==> src/rtl/id_stage_pkg.sv <==
// Decode constants and small helpers shared by the RV32I decode/issue stage.
package id_stage_pkg;

  localparam int XLEN_DEF    = 32;
  localparam int REG_NUM_DEF = 32;

  localparam logic [6:0] OPC_OP     = 7'b0110011;
  localparam logic [6:0] OPC_OPIMM  = 7'b0010011;
  localparam logic [2:0] F3_SLL     = 3'b001;
  localparam logic [2:0] F3_SRL_SRA = 3'b101;

  typedef enum logic [1:0] {
    CLS_OP,
    CLS_OPIMM,
    CLS_ILLEGAL
  } inst_cls_t;

  function automatic inst_cls_t classify(input logic [6:0] opcode);
    inst_cls_t cls;
    case (opcode)
      OPC_OP:    cls = CLS_OP;
      OPC_OPIMM: cls = CLS_OPIMM;
      default:   cls = CLS_ILLEGAL;
    endcase
    return cls;
  endfunction

  // OP-IMM only carries funct7 for shifts, where it selects logical/arithmetic.
  function automatic logic [6:0] dec_funct7(input inst_cls_t cls,
                                            input logic [2:0] f3,
                                            input logic [6:0] f7);
    logic [6:0] res;
    res = f7;
    if (cls == CLS_OPIMM && f3 != F3_SLL && f3 != F3_SRL_SRA) begin
      res = 7'd0;
    end
    return res;
  endfunction

endpackage

==> src/rtl/id_stage_if.sv <==
// Fetch-side and execute-side valid/ready bundles of the decode/issue stage.
interface id_stage_if
  import id_stage_pkg::*;
#(
  parameter int XLEN = XLEN_DEF,
  parameter int AW   = 5
);

  logic            if_valid;
  logic            if_ready;
  logic [31:0]     if_inst;
  logic [XLEN-1:0] if_pc;

  logic            ex_valid;
  logic            ex_ready;
  logic [6:0]      ex_opcode;
  logic [2:0]      ex_funct3;
  logic [6:0]      ex_funct7;
  logic [XLEN-1:0] ex_rs1;
  logic [XLEN-1:0] ex_rs2;
  logic [AW-1:0]   ex_rd_addr;
  logic            ex_rd_we;
  logic [XLEN-1:0] ex_pc;
  logic            ex_illegal;

  modport master (
    input  if_valid, if_inst, if_pc, ex_ready,
    output if_ready, ex_valid, ex_opcode, ex_funct3, ex_funct7,
           ex_rs1, ex_rs2, ex_rd_addr, ex_rd_we, ex_pc, ex_illegal
  );

  modport slave (
    output if_valid, if_inst, if_pc, ex_ready,
    input  if_ready, ex_valid, ex_opcode, ex_funct3, ex_funct7,
           ex_rs1, ex_rs2, ex_rd_addr, ex_rd_we, ex_pc, ex_illegal
  );

endinterface

==> src/rtl/id_stage_scoreboard.sv <==
// Pending-write scoreboard: one busy bit per architectural register.
module id_stage_scoreboard
  import id_stage_pkg::*;
#(
  parameter  int REG_NUM = REG_NUM_DEF,
  localparam int AW      = $clog2(REG_NUM)
) (
  input  logic          clk,
  input  logic          rst_n,
  input  logic          set_en,
  input  logic [AW-1:0] set_addr,
  input  logic          clr_en,
  input  logic [AW-1:0] clr_addr,
  input  logic [AW-1:0] q1_addr,
  input  logic [AW-1:0] q2_addr,
  output logic          q1_busy,
  output logic          q2_busy
);

  logic [REG_NUM-1:0] busy_q;
  logic [REG_NUM-1:0] busy_n;

  // Set is applied after clear so a same-cycle issue of a new writer wins.
  always_comb begin
    busy_n = busy_q;
    if (clr_en) begin
      busy_n[clr_addr] = 1'b0;
    end
    if (set_en) begin
      busy_n[set_addr] = 1'b1;
    end
    busy_n[0] = 1'b0;
  end

  always_ff @(posedge clk or negedge rst_n) begin
    if (!rst_n) begin
      busy_q <= '0;
    end else begin
      busy_q <= busy_n;
    end
  end

  assign q1_busy = busy_q[q1_addr];
  assign q2_busy = busy_q[q2_addr];

endmodule

==> src/rtl/id_stage.sv <==
// RV32I decode/issue stage: operand read with writeback bypass, RAW stall on
// the scoreboard or the output register, registered bundle towards the ALU.
module id_stage
  import id_stage_pkg::*;
#(
  parameter  int XLEN    = XLEN_DEF,
  parameter  int REG_NUM = REG_NUM_DEF,
  localparam int AW      = $clog2(REG_NUM)
) (
  input  logic            clk,
  input  logic            rst_n,
  id_stage_if.master      bus,
  output logic [AW-1:0]   rf_raddr1,
  output logic [AW-1:0]   rf_raddr2,
  input  logic [XLEN-1:0] rf_rdata1,
  input  logic [XLEN-1:0] rf_rdata2,
  input  logic            wb_valid,
  input  logic [AW-1:0]   wb_addr,
  input  logic [XLEN-1:0] wb_data,
  input  logic            flush
);

  // ---- p0: decode of the instruction presented by fetch
  logic [6:0]             opcode;
  logic [2:0]             funct3;
  logic [6:0]             funct7;
  logic [AW-1:0]          rs1_a;
  logic [AW-1:0]          rs2_a;
  logic [AW-1:0]          rd_a;
  logic signed [11:0]     imm12;
  logic signed [XLEN-1:0] imm_sx;
  inst_cls_t              cls;

  assign opcode = bus.if_inst[6:0];
  assign rd_a   = bus.if_inst[11:7];
  assign funct3 = bus.if_inst[14:12];
  assign rs1_a  = bus.if_inst[19:15];
  assign rs2_a  = bus.if_inst[24:20];
  assign imm12  = bus.if_inst[31:20];
  assign imm_sx = XLEN'(imm12);
  assign cls    = classify(opcode);
  assign funct7 = dec_funct7(cls, funct3, bus.if_inst[31:25]);

  assign rf_raddr1 = rs1_a;
  assign rf_raddr2 = rs2_a;

  logic use1, use2, rd_we;
  assign use1  = (cls != CLS_ILLEGAL) && (rs1_a != '0);
  assign use2  = (cls == CLS_OP) && (rs2_a != '0);
  assign rd_we = (cls != CLS_ILLEGAL) && (rd_a != '0);

  // ---- p1: output register towards execute
  logic            vld_p1;
  logic [6:0]      opcode_p1;
  logic [2:0]      funct3_p1;
  logic [6:0]      funct7_p1;
  logic [XLEN-1:0] rs1_p1;
  logic [XLEN-1:0] rs2_p1;
  logic [AW-1:0]   rd_p1;
  logic            rd_we_p1;
  logic [XLEN-1:0] pc_p1;
  logic            illegal_p1;

  logic busy1, busy2, sb_set;

  // A flushed bundle leaving the register must not mark its destination busy.
  assign sb_set = vld_p1 && bus.ex_ready && rd_we_p1 && !flush;

  id_stage_scoreboard #(.REG_NUM(REG_NUM)) u_sb (
    .clk      (clk),
    .rst_n    (rst_n),
    .set_en   (sb_set),
    .set_addr (rd_p1),
    .clr_en   (wb_valid),
    .clr_addr (wb_addr),
    .q1_addr  (rs1_a),
    .q2_addr  (rs2_a),
    .q1_busy  (busy1),
    .q2_busy  (busy2)
  );

  logic byp1, byp2, blk1, blk2, hazard, accept;
  assign byp1 = wb_valid && (wb_addr == rs1_a) && (rs1_a != '0);
  assign byp2 = wb_valid && (wb_addr == rs2_a) && (rs2_a != '0);

  // A busy source is released in the very cycle its writeback arrives.
  assign blk1 = (busy1 && !byp1) || (vld_p1 && rd_we_p1 && (rd_p1 == rs1_a));
  assign blk2 = (busy2 && !byp2) || (vld_p1 && rd_we_p1 && (rd_p1 == rs2_a));

  assign hazard       = (use1 && blk1) || (use2 && blk2);
  assign bus.if_ready = !hazard && !flush && (!vld_p1 || bus.ex_ready);
  assign accept       = bus.if_valid && bus.if_ready;

  logic [XLEN-1:0] op1, op2;

  always_comb begin
    op1 = rf_rdata1;
    if (rs1_a == '0) begin
      op1 = '0;
    end else if (byp1) begin
      op1 = wb_data;
    end
    op2 = rf_rdata2;
    if (cls == CLS_OPIMM) begin
      op2 = imm_sx;
    end else if (rs2_a == '0) begin
      op2 = '0;
    end else if (byp2) begin
      op2 = wb_data;
    end
  end

  always_ff @(posedge clk or negedge rst_n) begin
    if (!rst_n) begin
      vld_p1     <= 1'b0;
      opcode_p1  <= '0;
      funct3_p1  <= '0;
      funct7_p1  <= '0;
      rs1_p1     <= '0;
      rs2_p1     <= '0;
      rd_p1      <= '0;
      rd_we_p1   <= 1'b0;
      pc_p1      <= '0;
      illegal_p1 <= 1'b0;
    end else if (accept) begin
      vld_p1     <= 1'b1;
      opcode_p1  <= opcode;
      funct3_p1  <= funct3;
      funct7_p1  <= funct7;
      rs1_p1     <= op1;
      rs2_p1     <= op2;
      rd_p1      <= rd_a;
      rd_we_p1   <= rd_we;
      pc_p1      <= bus.if_pc;
      illegal_p1 <= (cls == CLS_ILLEGAL);
    end else if (flush || bus.ex_ready) begin
      vld_p1 <= 1'b0;
    end
  end

  assign bus.ex_valid   = vld_p1;
  assign bus.ex_opcode  = opcode_p1;
  assign bus.ex_funct3  = funct3_p1;
  assign bus.ex_funct7  = funct7_p1;
  assign bus.ex_rs1     = rs1_p1;
  assign bus.ex_rs2     = rs2_p1;
  assign bus.ex_rd_addr = rd_p1;
  assign bus.ex_rd_we   = rd_we_p1;
  assign bus.ex_pc      = pc_p1;
  assign bus.ex_illegal = illegal_p1;

endmodule

==> src/flat_wrapper.sv <==
// flat-port wrapper written by rule: the top's interface ports become plain ports
module id_stage_flat import id_stage_pkg::*;
#(
  parameter  int XLEN    = XLEN_DEF,
  parameter  int REG_NUM = REG_NUM_DEF,
  localparam int AW      = $clog2(REG_NUM)
)
  (clk, rst_n, rf_raddr1, rf_raddr2, rf_rdata1, rf_rdata2, wb_valid, wb_addr, wb_data, flush, bus_if_valid, bus_if_inst, bus_if_pc, bus_ex_ready, bus_if_ready, bus_ex_valid, bus_ex_opcode, bus_ex_funct3, bus_ex_funct7, bus_ex_rs1, bus_ex_rs2, bus_ex_rd_addr, bus_ex_rd_we, bus_ex_pc, bus_ex_illegal);
  id_stage_if #(.XLEN(XLEN)) bus_i ();
  input  logic clk;
  input  logic rst_n;
  output logic [AW-1:0] rf_raddr1;
  output logic [AW-1:0] rf_raddr2;
  input  logic [XLEN-1:0] rf_rdata1;
  input  logic [XLEN-1:0] rf_rdata2;
  input  logic wb_valid;
  input  logic [AW-1:0] wb_addr;
  input  logic [XLEN-1:0] wb_data;
  input  logic flush;
  input wire logic [$bits(bus_i.if_valid)-1:0] bus_if_valid;
  input wire logic [$bits(bus_i.if_inst)-1:0] bus_if_inst;
  input wire logic [$bits(bus_i.if_pc)-1:0] bus_if_pc;
  input wire logic [$bits(bus_i.ex_ready)-1:0] bus_ex_ready;
  output wire logic [$bits(bus_i.if_ready)-1:0] bus_if_ready;
  output wire logic [$bits(bus_i.ex_valid)-1:0] bus_ex_valid;
  output wire logic [$bits(bus_i.ex_opcode)-1:0] bus_ex_opcode;
  output wire logic [$bits(bus_i.ex_funct3)-1:0] bus_ex_funct3;
  output wire logic [$bits(bus_i.ex_funct7)-1:0] bus_ex_funct7;
  output wire logic [$bits(bus_i.ex_rs1)-1:0] bus_ex_rs1;
  output wire logic [$bits(bus_i.ex_rs2)-1:0] bus_ex_rs2;
  output wire logic [$bits(bus_i.ex_rd_addr)-1:0] bus_ex_rd_addr;
  output wire logic [$bits(bus_i.ex_rd_we)-1:0] bus_ex_rd_we;
  output wire logic [$bits(bus_i.ex_pc)-1:0] bus_ex_pc;
  output wire logic [$bits(bus_i.ex_illegal)-1:0] bus_ex_illegal;
  assign bus_i.if_valid = bus_if_valid;
  assign bus_i.if_inst = bus_if_inst;
  assign bus_i.if_pc = bus_if_pc;
  assign bus_i.ex_ready = bus_ex_ready;
  assign bus_if_ready = bus_i.if_ready;
  assign bus_ex_valid = bus_i.ex_valid;
  assign bus_ex_opcode = bus_i.ex_opcode;
  assign bus_ex_funct3 = bus_i.ex_funct3;
  assign bus_ex_funct7 = bus_i.ex_funct7;
  assign bus_ex_rs1 = bus_i.ex_rs1;
  assign bus_ex_rs2 = bus_i.ex_rs2;
  assign bus_ex_rd_addr = bus_i.ex_rd_addr;
  assign bus_ex_rd_we = bus_i.ex_rd_we;
  assign bus_ex_pc = bus_i.ex_pc;
  assign bus_ex_illegal = bus_i.ex_illegal;
  id_stage #(.XLEN(XLEN), .REG_NUM(REG_NUM)) u_core (.clk(clk), .rst_n(rst_n), .bus(bus_i), .rf_raddr1(rf_raddr1), .rf_raddr2(rf_raddr2), .rf_rdata1(rf_rdata1), .rf_rdata2(rf_rdata2), .wb_valid(wb_valid), .wb_addr(wb_addr), .wb_data(wb_data), .flush(flush));
endmodule
==> config.mk <==
export PLATFORM = sky130hd
export DESIGN_NAME = id_stage_flat
export DESIGN_NICKNAME = d
export VERILOG_FILES = /design/src/rtl/id_stage_pkg.sv /design/src/rtl/id_stage_if.sv /design/src/rtl/id_stage_scoreboard.sv /design/src/rtl/id_stage.sv /design/src/flat_wrapper.sv
export SDC_FILE = /design/constraint.sdc
export NUM_CORES = 1
export LEC_CHECK = 0
export BUFFER_PORTS_ARGS = -buffer_cell sky130_fd_sc_hd__buf_2
export CAP_MARGIN = 20
export CORE_MARGIN = 1.5
export CORE_UTILIZATION = 25
export DETAILED_ROUTE_END_ITERATION = 10
export GPL_ROUTABILITY_DRIVEN = 0
export RECOVER_POWER = 50
export SLEW_MARGIN = 15
export SYNTH_ARGS = -nofsm -noshare
export SYNTH_HDL_FRONTEND = slang
export SYNTH_SLANG_ARGS = --single-unit
==> constraint.sdc <==
create_clock -name clk -period 3.4 [get_ports clk]
set_input_delay 0 -clock clk [delete_from_list [all_inputs] [get_ports clk]]
set_output_delay 0 -clock clk [all_outputs]
set_load 0.1 [all_outputs]
After elaboration in Yosys (flattened, before gate mapping)
Cells that the tools add are included.
{"block": "word_totals", "in_bits": 171, "regBits": 152, "output_inout_bits": 132, "n_memories": 0, "wordCells": 91, "latch_bits": 0, "mem_bits_rw": 0, "romBits": 0}
{"block": "classes", "bitwise_logic": 3, "n_mul": 0, "n_eq_ne": 11, "div": 0, "order_cmp": 6, "n_mux": 19, "n_shift": 0, "reduce_logical": 41, "add_sub_neg": 0}
{"op": "32-bit 2-to-1 mux", "n": 7}
{"op": "32-bit bitwise AND", "n": 1}
{"op": "32-bit inverter", "n": 1}
{"op": "32-bit bitwise OR", "n": 1}
{"op": "1-bit logical AND", "n": 24}
{"op": "5-bit by 6-bit < comparator with 1-bit output (second input constant)", "n": 4}
{"op": "5-bit equality test", "n": 4}
{"op": "5-bit nonzero test", "n": 3}
{"op": "1-bit binary-select mux with 5-bit select", "n": 2}
{"op": "1-bit demux with 5-bit select", "n": 2}
{"op": "5-bit by 1-bit >= comparator with 1-bit output (second input constant)", "n": 2}
{"op": "5-bit logical NOT", "n": 2}
{"op": "7-bit by 5-bit equality test with 1-bit output (second input constant)", "n": 1}
{"op": "7-bit by 6-bit equality test with 1-bit output (second input constant)", "n": 1}
{"op": "7-bit 2-to-1 mux", "n": 1}
{"op": "1-bit 2-to-1 mux", "n": 6}
{"op": "1-bit logical NOT", "n": 5}
{"op": "1-bit logical OR", "n": 5}
{"op": "2-bit one-hot mux with 2 select lines", "n": 1}
{"op": "3-bit by 1-bit != test with 1-bit output (second input constant)", "n": 1}
{"op": "3-bit != test (second input constant)", "n": 1}
{"op": "2-bit by 1-bit equality test with 1-bit output (second input constant)", "n": 1}
{"op": "2-bit equality test (second input constant)", "n": 1}
{"op": "2-bit logical NOT", "n": 1}
{"op": "other kinds (2)", "n": 2}

Depth between registers and ports, before layout
Gate-level depths: netlist (run 1).
{"block": "depth", "depth_word": 13, "mapped_depth": 12}

Hierarchy
A second synthesis (run 1) with hierarchy kept.
{"block": "unflattened", "cells_unflattened": 722, "area_unflattened_um2": 7852.5}
{"mod": "id_stage", "area_each_um2": 6008.3, "cells_per_inst": 529, "n_inst": 1, "seq_area_each_um2": 3027.9}
{"mod": "id_stage_scoreboard", "area_each_um2": 1844.3, "cells_per_inst": 193, "n_inst": 1, "seq_area_each_um2": 775.7}

Worst setup path before layout (run 1)
OpenSTA, ideal clock, no wires.
{"block": "synth_timing", "kind": "register -> output", "from": "register u_core.rd_p1[2], in the netlist u_core.bus.ex_rd_addr[2]", "to": "output port bus_if_ready", "path_stages_with_launch": 7, "arrival_time_ns": 3.185, "required_time_ns": 3.400, "slack_ns": 0.215, "n_path_buf": 1, "cell_sequence": "dfrtp_1 > clkbuf_1 > xor2_1 > nor4_1 > a32oi_1 > nor4b_2 > nor2b_1"}
{"block": "synth_via", "elab_chain_len": 8}
{"item": "start: declaration", "line_no": "id_stage.sv:59", "rtl": "logic [AW-1:0] rd_p1;"}
{"item": "start signal: assignment", "line_no": "id_stage.sv:132", "rtl": "rd_p1 <= rd_a;"}
{"item": "5-bit equality test (on tied branches)", "line_no": "id_stage.sv:87, id_stage.sv:88"}
{"item": "1-bit logical AND (on tied branches)", "line_no": "id_stage.sv:87, id_stage.sv:88"}
{"item": "1-bit logical OR (on tied branches)", "line_no": "id_stage.sv:87, id_stage.sv:88"}
{"item": "1-bit logical AND", "line_no": "id_stage.sv:90", "rtl": "assign hazard = (use1 && blk1) || (use2 && blk2);"}
{"item": "1-bit logical OR *", "line_no": "id_stage.sv:90"}
{"item": "1-bit logical NOT *", "line_no": "id_stage.sv:91", "rtl": "assign bus.if_ready = !hazard && !flush && (!vld_p1 || bus.ex_ready);"}
{"item": "1-bit logical AND * (2 in a row)", "line_no": "id_stage.sv:91"}
{"item": "end: declaration", "line_no": "flat_wrapper.sv:24", "rtl": "output wire logic [$bits(bus_i.if_ready)-1:0] bus_if_ready;"}
Mark *: on every way between the ends. The rest lies on a longest branch, timed or not.

Worst setup path in the final report (run 1)
{"block": "layout_timing", "from": "register u_core.u_sb.busy_q[11]", "to": "register u_core.vld_p1, in the netlist u_core.bus.ex_valid"}
{"block": "layout_via", "elab_chain_len": 11}
{"item": "start: declaration", "line_no": "id_stage_scoreboard.sv:20", "rtl": "logic [REG_NUM-1:0] busy_q;"}
{"item": "start signal: assignment", "line_no": "id_stage_scoreboard.sv:39", "rtl": "busy_q <= busy_n;"}
{"item": "1-bit binary-select mux with 5-bit select (on tied branches)", "line_no": "id_stage_scoreboard.sv:43, id_stage_scoreboard.sv:44"}
{"item": "1-bit 2-to-1 mux (on tied branches)", "line_no": "id_stage_scoreboard.sv:43, id_stage_scoreboard.sv:44"}
{"item": "1-bit logical AND (on tied branches)", "line_no": "id_stage.sv:87, id_stage.sv:88"}
{"item": "1-bit logical OR (on tied branches)", "line_no": "id_stage.sv:87, id_stage.sv:88"}
{"item": "1-bit logical AND", "line_no": "id_stage.sv:90"}
{"item": "1-bit logical OR *", "line_no": "id_stage.sv:90"}
{"item": "1-bit logical NOT *", "line_no": "id_stage.sv:91"}
{"item": "1-bit logical AND * (2 in a row)", "line_no": "id_stage.sv:91"}
{"item": "1-bit logical AND *", "line_no": "id_stage.sv:92", "rtl": "assign accept = bus.if_valid && bus.if_ready;"}
{"item": "1-bit 2-to-1 mux / 2-bit nonzero test (equally long branches)"}
{"item": "end signal: assignment", "line_no": "id_stage.sv:115", "rtl": "vld_p1 <= 1'b0;"}
{"item": "end signal: assignment", "line_no": "id_stage.sv:126", "rtl": "vld_p1 <= 1'b1;"}
{"item": "end signal: assignment", "line_no": "id_stage.sv:137", "rtl": "vld_p1 <= 1'b0;"}
{"item": "end: declaration", "line_no": "id_stage.sv:53", "rtl": "logic vld_p1;"}
Mark *: on every way between the ends. The rest lies on a longest branch, timed or not. The select of a mux whose other input is x is not followed.
A chain may end at the register's enable or synchronous reset.

==> results of run 1 <==
[power by group through the flow]
stage	logic, mW	registers [mW]	clock network (mW)
floorplan	0.680	4.21	0
global placement	3.20	2.27	0
detailed placement	3.22	2.27	0
CTS	3.34	2.25	2.00
global route	3.41	2.29	2.08
finish	3.29	2.25	1.93
[synth_stat cells (9+ instances only)]
cell type,number,area share
xor2_1,10,0.011
nand2_1,26,0.012
nor2_1,40,0.018
buf_12,10,0.024
xnor2_1,10,0.011
nand3b_1,9,0.0081
buf_4,15,0.014
clkbuf_1,21,0.0095
buf_2,10,0.0060
mux4_2,12,0.032
mux2_2,31,0.042
mux2i_1,78,0.094
mux2_4,80,0.14
dfrtp_1,152,0.46
o21ai_0,95,0.057
[through the flow]
stage               hold WS, ns  instances
floorplan                -0.296        668
global placement         0.0440       1372
detailed placement       0.0480       1372
CTS                     0.00122       1526
global route             0.0235       1526
finish                   0.0326       1526
[registers in the layout, summed over array words and instances (netlist names)]
signal and count:
u_core.bus.ex_rs2 32, u_core.bus.ex_funct3 3, u_core.bus.ex_rd_we 1, u_core.bus.ex_pc 32
u_core.bus.ex_rd_addr 5, u_core.bus.ex_rs1 32, u_core.u_sb.busy_q 31, u_core.bus.ex_opcode 7
u_core.bus.ex_valid 1, u_core.bus.ex_funct7 7, u_core.bus.ex_illegal 1
[area by class of cell]
class | instances | area [um^2]
inverters | 8 | 30.0
well taps | 442 | 553
fillers | 3224 | 20700
clock buffers | 20 | 447
repair buffers | 441 | 2840
multi-input cells | 451 | 4060
clock inverters | 12 | 141
flip-flops and latches | 152 | 3800
[layer usage]
metal | track usage | wire (um) | vias to the layer above
li1 | - | - | 3201
met1 | 0.193 | 11700 | 3429
met2 | 0.269 | 13400 | 267
met3 | 0.0454 | 1930 | 33
met4 | 0.0706 | 542 | 0
met5 | 0 | 0 | -
[cell families (layout without fill, tap and decap cells)]
| kind of cell | count (synthesis) | after routing | share of synthesized area |
|---|---|---|---|
| AOI/OAI and AO/OA | 106 | 106 | 0.0663 |
| xor gates and xnor gates | 20 | 20 | 0.0211 |
| buffers and inverters | 65 | 481 | 0.0581 |
| DFF | 152 | 152 | 0.457 |
| muxes | 205 | 205 | 0.322 |
| and+or+nand+nor | 120 | 120 | 0.0757 |
[final timing paths]
| path | from | endpoint | slack, ns | cells past startpoint |
|---|---|---|---|---|
| worst max-delay path | u_core.u_sb.busy_q[11] | u_core.bus.ex_valid | 0.25 | 8 |
| worst min-delay path | rf_rdata2[20] | u_core.bus.ex_rs2[20] | 0.03 | 4 |
| worst max register to register | u_core.u_sb.busy_q[11] | u_core.bus.ex_valid | 0.25 | 8 |
| worst min register to register | u_core.bus.ex_funct3[0] | u_core.bus.ex_funct3[0] | 0.49 | 1 |
| max in group asynchronous | rst_n | u_core.u_sb.busy_q[4] | 1.21 | 3 |
| min in group asynchronous | rst_n | u_core.bus.ex_rs2[26] | 0.53 | 2 |
[repair_timing]
item	in CTS	in global routing
endpoints found under the setup margin	0	0
endpoints found under the hold margin	154	0
hold buffers	122	0
[worst min-delay path, cell delays in order]
cell and delay, ns:
buf_2 0.08, mux2i_1 0.06, o21ai_0 0.14, mux2_4 0.16
==> metrics, run 1 <==
Sw Share=0.475; maximum VDD drop=~530 uV; hpwl dp=19100 um; EDFF count, synth=0; Nets=roughly 1200; CP Cell Sequence=mux4_1 -> mux4_2 -> and4b_1 -> nor4b_2 -> and3b_4 -> buf_12 -> o21bai_1 -> dlygate4sd3_1; final wirelength=around 28000 um; Via Count=6930; antenna viol nets, final=0; Unique masters post-synth=45; Core Util, Final=0.364; fin. max-slew vios=61; post-synthesis register bit count=approximately 150; ys async rst share=1.00; CP top delay family=multiplexers; clock buffer depth=2; TNS Setup=0 ns; Hold Vio Cnt, Final=0; # resized after CTS=0; TritonRoute pass-1 iters=5; part of the power in registers=0.301; cell area after placement=just over 10000 um^2; CP Launch Type=flop; Sink Count=around 150; most used flip-flop cell after synthesis=dfrtp_1; Slew @ Worst Pin=1.75 ns; Net Sw Power=between 3 and 4 mW; diode count=0; Design Area, Final=11900 um^2; pwr dens=about 630 nW/um^2; RSZ-0062 raised after global routing=no; most common cell after layout, fill and taps aside=buf_2; first-pass GRT wire length=41600 um; Final min period=roughly 3.1 ns; synthesized area=slightly above 8000 um^2; synth warn=0; Die W=around 190 um; status=finished, violations left; core area=about 33000 um^2; drc violations=0; Slew headroom=-0.165; max-cap viol count=1; Tot Pwr=around 7.5 mW; synthesis-to-layout area growth=42.7%; register area share after synthesis=0.457; total congestion overflow=0; cell internal pwr=approximately 4 mW; post-route worst setup slack=around 0.25 ns; largest net degree at the start of global routing=63; mean routed wirelength per cell=between 15 and 20 um; WP data required=~3.8 ns; TritonCTS clock tree=yes; final setup vio count=0; CP arrival=3.52 ns; Clk Tree Root Cell=clkbuf_16; IO Count=around 300; Hold Crit Class=in2reg; Die Y=~190 um; die area=34400 um^2; cells after synthesis=668; slowest CP cell=dlygate4sd3_1; Worst path max stage delay=about 0.55 ns; vias in the first global route=between 7000 and 8000; Final period util=0.925; H-tree levels=4; DR vias/cell=about 4.5; Synth Area per Inst=around 12 um^2; layout cells sized above 1=0.387; CP Max Fanout=32; port bufs=302; Initial Utilization=0.255; DR iter-0 viols=approximately 320; fmax=about 0.32 GHz; clock latency at the later pin of the worst-skew pair=about 0.44 ns; post-synth net total=839; row count=66; Worst-path clk slew=~0.07 ns; Worst Path Class, Setup=reg2reg; TritonCTS Buffers=17; Crit. End Element=flop; clk_skew=roughly 0.013 ns; clock network fraction of total power=0.259; initial antenna violation count=0; commonest non-fill, non-tap cells in the layout=buf_2 (235), dfrtp_1 (152), dlygate4sd3_1 (122); failing checks=max-capacitance violations, max-slew violations; Comb power frac=0.440; GRT Total Usage=0.162; pre-CTS setup slack=0.417 ns; Buf/Inv on CP=2; Leak Pwr=5.22 nW; Setup Buffers After CTS=0
Note: power is estimated with default switching activity, not from simulation.
==> inputs of run 2 (changes only) <==
Settings changed: SYNTH_HIERARCHICAL set to 1.
==> run 2 against run 1 <==
Against the previous run:
- the run ends with design-rule violations, negative hold slack, max-capacitance violations, max-slew violations left
- register-to-register slack better by 0.23 ns
- non-clock buffer count is 7 higher
- largest power group unchanged
- worst hold slack worse by 0.036 ns
- cell area is 2.1% lower
- fmax is 7.9% higher
- sequential share of layout area is 0.70 points higher
- synthesized area is 5.6% lower
==> metrics, run 2 <==
Initial Utilization=0.255 (+0.000327); GRT Total Usage=0.171 (+0.00973); drc violations=26 (+26); synthesis-to-layout area growth=48.0%; Slew @ Worst Pin=1.68 ns (-0.0638 ns); # resized after CTS=0 (unchanged); worst r2r src=u_core/u_sb/busy_q[22]; Via Count=7242 (+4.5%); synth warn=6 (+6); hold_sp=rf_rdata2[19]; ys async rst share=1.00 (unchanged); Die Y=180 um (-2.8%); final setup vio count=0 (unchanged); area leader, netlist=dfrtp_1; max-cap viol count=1 (unchanged); CP Launch Type=flop; first-pass GRT wire length=43300 um (+3.9%); layout cells sized above 1=0.269 (-0.117); mean routed wirelength per cell=17.8 um (-1.7%); fin. max-slew vios=62 (+1.6%); slowest CP cell=mux4_2; commonest non-fill, non-tap cells in the layout=buf_2 (235), dfrtp_1 (152), o21ai_0 (127); register area share after synthesis=0.484 (+0.0272); CP Cell Sequence=mux4_2 -> nand2b_1 -> o2111ai_1 -> nand4_1 -> o2111ai_1 -> o41ai_1 -> nor4_4 -> buf_12 -> buf_4 -> mux2_1; pre-CTS setup slack=0.459 ns (+0.0423 ns); clk_skew=0.0179 ns (+0.00489 ns); clock buffer depth=2 (unchanged); hpwl dp=18800 um (-1.4%); WP data required=3.71 ns (-0.06 ns); final wirelength=27600 um (+0.12%); top post-synthesis cells by area=dfrtp_1 (48%), mux2_1 (15%), o21ai_0 (8.1%); reg2reg end=u_core/bus.ex_rs2[7]; Unique masters post-synth=38 (-16%); WHS Path Cells=4 (unchanged); critical path's most frequent cell=o2111ai_1; Crit. End Element=flop; H-tree levels=4 (unchanged); Core Util, Final=0.378 (+0.0139); synthesized area=7850 um^2 (-5.6%); top post-synthesis cells by count=dfrtp_1 (152), o21ai_0 (127), mux2_1 (107); Sink Count=152 (unchanged); DR iter-0 viols=383 (+18%); hold_ws=-0.00367 ns (-0.0363 ns); start point of the critical path=u_core/u_sb/busy_q[22]; Hold Vio Cnt, Final=1 (+1); fmax=0.343 GHz (+7.9%); largest net degree at the start of global routing=65 (+3.2%); Clk Tree Root Cell=clkbuf_16; antenna viol nets, final=0 (unchanged); row count=64 (-3.0%); cells after synthesis=722 (+8.1%); Die W=180 um (-2.8%); initial antenna violation count=5 (+5); Slew headroom=-0.122 (+0.0426); Worst path max stage delay=0.45 ns (-0.10 ns); clock latency at the later pin of the worst-skew pair=0.43 ns (about the same); die area=32500 um^2 (-5.5%); EDFF count, synth=0 (unchanged); TritonRoute pass-1 iters=8 (+3); vias in the first global route=7901 (+7.4%); RSZ-0062 raised after global routing=no; TritonCTS Buffers=17 (unchanged); Nets=1313 (+5.7%); Worst Path Class, Setup=reg2reg; post-synth net total=893 (+6.4%); most used flip-flop cell after synthesis=dfrtp_1; maximum VDD drop=390 uV (-27%); reg2reg setup slack=0.48 ns (+0.23 ns); pwr dens=626 nW/um^2 (-0.59%); total congestion overflow=0 (unchanged); Tot Pwr=7.28 mW (-2.7%); port bufs=302 (unchanged); Final period util=0.858 (-0.0677); CP arrival=3.22 ns (-0.30 ns); post-route worst setup slack=0.484 ns (+0.230 ns); Leak Pwr=5.11 nW (-2.1%); most instantiated library cell after synthesis=dfrtp_1; Final min period=2.92 ns (-0.230 ns); core area=30700 um^2 (-5.7%); worst hold endpoint=u_core/bus.ex_rs2[19]; status=finished, violations left; failing checks=design-rule violations, negative hold slack, max-capacitance violations, max-slew violations; Yosys top cell area share=0.484 (+0.0272); TNS Setup=0 ns (unchanged); Register-to-Register Path Depth=10 (+2); most common cell after layout, fill and taps aside=buf_2; IO Count=303 (unchanged); DR vias/cell=4.66 (+2.6%); Synth Area per Inst=10.9 um^2 (-13%); Worst-path clk slew=0.07 ns (about the same); Hold Crit Class=in2reg; TritonCTS clock tree=yes; post-synthesis register bit count=152 (unchanged); CP Max Fanout=28 (-13%)
## run 2: cell types whose count changed in the layout (fill, tap and decap cells not counted), moves of 21 or more
cell,change
mux2i_1,-21
mux2_1,+105
mux2_4,-80
o21ai_0,+32
nor2_1,-27
nand2_1,+66
mux2_2,-25
## run 2: how the worst max path moves through the flow
stage | endpoint | slack (ns) | cells after the start
finish | u_core/bus.ex_rs2[7] | 0.48 | 10
global route | u_core/bus.ex_rs1[11] | 0.26 | 10
CTS | u_core/bus.ex_rs2[7] | 0.46 | 10
detailed placement | u_core/bus.ex_rs2[7] | 0.46 | 10
global placement | u_core/bus.ex_rs2[20] | 0.50 | 10
floorplan | bus_if_ready | 0.23 | 4
## run 2: area by class of cell
| type | instances | area [um^2] |
|---|---|---|
| fillers | 3061 | 19100 |
| flip-flops and latches | 152 | 3800 |
| multi-input cells | 512 | 3770 |
| repair buffers | 448 | 2900 |
| well taps | 396 | 495 |
| clock buffers | 19 | 453 |
| clock inverters | 13 | 151 |
| inverters | 11 | 41.3 |
| diodes | 4 | 10.0 |
## run 2: power by group
| group | leakage [nW] | switching (mW) | internal [mW] | total [mW] |
|---|---|---|---|---|
| combinational | 2.95 | 2.53 | 0.569 | 3.10 |
| sequential | 1.86 | 0.147 | 2.07 | 2.22 |
| clock | 0.296 | 0.876 | 1.09 | 1.96 |
## run 2: repair_timing
| item | 4_1_cts | 5_1_grt |
|---|---|---|
| setup endpoints to repair | 0 | 0 |
| hold buffers | 125 | 0 |
| buffers inserted | 0 | 0 |
| hold endpoints to repair | 164 | 0 |
## run 2: logic make-up (layout without fill, tap and decap cells)
family	count (synthesis)	count (layout)	share of synthesized area
simple gates	168	168	0.103
buf+inv	58	491	0.0395
xor+xnor	20	20	0.0223
compound gates	148	148	0.0988
mux	176	176	0.252
other cells	0	4	0
flops	152	152	0.484
## run 2: worst max-delay path: cells and delay by family (launching register included)
family	cells	cell delay, ns
mux	2	0.80
simple gates	3	0.65
buf+inv	2	0.54
compound gates	3	0.40
flops	1	0.39
## run 2: per-layer routing
metal,up-vias,global-route usage,share of wire
li1,3407,-,-
met1,3505,0.204,0.42
met2,276,0.296,0.49
met3,52,0.0362,0.054
met4,2,0.0787,0.032
met5,-,0,0.00043
## run 2: stage by stage
stage | instances | hold slack [ns] | instance area, um^2
2_1_floorplan | 722 | -0.296 | 7860
3_3_place_gp | 1394 | 0.0403 | 9850
3_5_place_dp | 1394 | 0.0487 | 9850
4_1_cts | 1551 | 0.000418 | 11700
5_1_grt | 1554 | 0.0436 | 11600
6_report | 1555 | -0.00367 | 11600
==> inputs of run 3 (changes only) <==
Settings changed: BUFFER_PORTS_ARGS -buffer_cell sky130_fd_sc_hd__buf_2 to unset, DONT_BUFFER_PORTS set to 1.
==> run 3 against run 2 <==
Against the previous run:
- the run ends with design-rule violations, negative hold slack left
- sequential share of layout area rose by 3.1 points
- sequential power up 86%
- via count fell by 11%
- wire length fell by 3.1%
- power shrank 3.9%
- utilization decreased by 3.3 points
- first-iteration DRC count rose by 0.52%
- die area stayed put
- critical endpoint is now u_core/bus.ex_rs2[12]
==> metrics, run 3 (same netlist as run 2, synthesis figures left out) <==
status=finished, violations left; failing checks=design-rule violations, negative hold slack; row count=64 (unchanged); pwr dens=659 nW/um^2 (+5.3%); CP Max Fanout=67 (+140%); start point of the critical path=u_core/u_sb/busy_q[7]; layout cells sized above 1=0.0763 (-0.193); CP top delay family=simple AND/OR/NAND/NOR gates; first-pass GRT wire length=41100 um (-4.9%); Reg area=3800 um^2 (unchanged); IO Count=303 (unchanged); fill cell count=3060 (-0.033%); hpwl dp=17300 um (-8.4%); Nets=1049 (-20%); Final period util=0.872 (+0.0139); Die W=180 um (unchanged); Initial Utilization=0.255 (unchanged); CP arrival=3.27 ns (+0.05 ns); DR iter-0 viols=385 (+0.52%); initial antenna violation count=4 (-1); cell area after placement=8280 um^2 (-16%); Worst Path Class, Setup=reg2reg; Core Util, Final=0.345 (-0.0330); busiest grt layer=met2; clock latency at the later pin of the worst-skew pair=0.45 ns (+0.02 ns); slowest CP cell=mux4_2; TritonCTS Buffers=17 (unchanged); maximum VDD drop=408 uV (+4.6%); met3 GRT Util=0.0582 (+0.0220); Worst path max stage delay=0.47 ns (+0.02 ns); worst r2r src=u_core/u_sb/busy_q[7]; Sink Count=152 (unchanged); Final min period=2.96 ns (+0.0471 ns); final setup vio count=0 (unchanged); core area=30700 um^2 (unchanged); Via Count=6458 (-11%); TNS Setup=0 ns (unchanged); clk_skew=0.0178 ns (-0.0000884 ns); fmax=0.337 GHz (-1.6%); TritonCTS clock tree=yes; Worst-path clk slew=0.07 ns (about the same); Leak Pwr=4.25 nW (-17%); TritonRoute pass-1 iters=9 (+1); M2 GR Usage=0.279 (-0.0164); Design Area, Final=10600 um^2 (-8.7%); fin. max-slew vios=0 (-100%); GRT Total Usage=0.166 (-0.00493); Hold Crit Class=in2async; CP Cell Sequence=mux4_2 -> nand2b_1 -> o211ai_1 -> nand4_1 -> nor3b_1 -> nor4_4 -> buf_12 -> mux2_1; RSZ-0062 raised after global routing=no; Buf/Inv on CP=1 (-1); WP data required=3.71 ns (about the same); reg2reg setup slack=0.44 ns (-0.05 ns); Tot Pwr=6.99 mW (-3.9%); Clk Tree Root Cell=clkbuf_16; H-tree levels=4 (unchanged); antenna viol nets, final=0 (unchanged); port bufs=0 (-100%); Hold Vio Cnt, Final=152 (+151); most common cell after layout, fill and taps aside=dlygate4sd3_1; CP Launch Type=flop; final wirelength=26800 um (-3.1%); Die Y=180 um (unchanged); vias in the first global route=7064 (-11%); Slew @ Worst Pin=1.28 ns (-0.401 ns); Multi-input gate area=3780 um^2 (+0.23%); Crit. End Element=flop; DR vias/cell=5.00 (+7.4%); grt met1 use=0.189 (-0.0153); largest net degree at the start of global routing=153 (+140%); clock buffer depth=2 (unchanged); max-cap viol count=0 (-1); CTS Hold Bufs=168 (+34%); total congestion overflow=0 (unchanged); mean routed wirelength per cell=20.7 um (+17%); synthesis-to-layout area growth=35.1%; hold_ws=-0.751 ns (-0.748 ns); Slew headroom=0.149 (+0.271); die area=32500 um^2 (unchanged); drc violations=26 (unchanged); commonest non-fill, non-tap cells in the layout=dlygate4sd3_1 (168), dfrtp_1 (152), o21ai_0 (127)
[run 3: path summary, 6_finish.rpt]
check,endpoint,cells after the start
hold / removal,u_core/bus.ex_funct7[2],0
setup / recovery,u_core/bus.ex_rs2[12],8
hold reg to reg,u_core/u_sb/busy_q[31],2
setup reg to reg,u_core/bus.ex_rs2[12],8
max in group asynchronous,u_core/u_sb/busy_q[26],0
min in group clk,rf_raddr1[2],0
[run 3: area by class of cell]
type                    count  area share
clock buffers              19      0.0418
clock inverters            13      0.0182
well taps                 396      0.0467
flip-flops and latches    152       0.359
repair buffers            184       0.174
inverters                  11     0.00389
diodes                      4    0.000944
multi-input cells         512       0.356
[run 3: through the flow]
step           std cells  worst slack [ns]
2_1_floorplan        722             0.227
6_report            1291             0.437
5_1_grt             1288             0.351
3_3_place_gp        1087             0.497
4_1_cts             1287             0.428
3_5_place_dp        1087             0.452
[run 3: power breakdown]
group	internal [mW]	leakage, nW	switching, mW
sequential	2.03	1.86	2.09
combinational	0.401	2.08	0.378
clock	1.26	0.305	0.833
total	3.68	4.25	3.30
[run 3: routing by layer]
metal / share of wire / wire length (um) / vias up
met1: 0.39 / 10400 / 3201
met3: 0.087 / 2320 / 57
li1: - / - / 2879
met5: 0.00060 / 16 / -
met4: 0.033 / 873 / 2
met2: 0.49 / 13200 / 319
[run 3: what timing repair did]
action | 4_1_cts | 5_1_grt
endpoints found under the setup margin | 0 | 0
gates resized for setup | 0 | 0
endpoints found under the hold margin | 301 | 152
setup buffers | 0 | 0
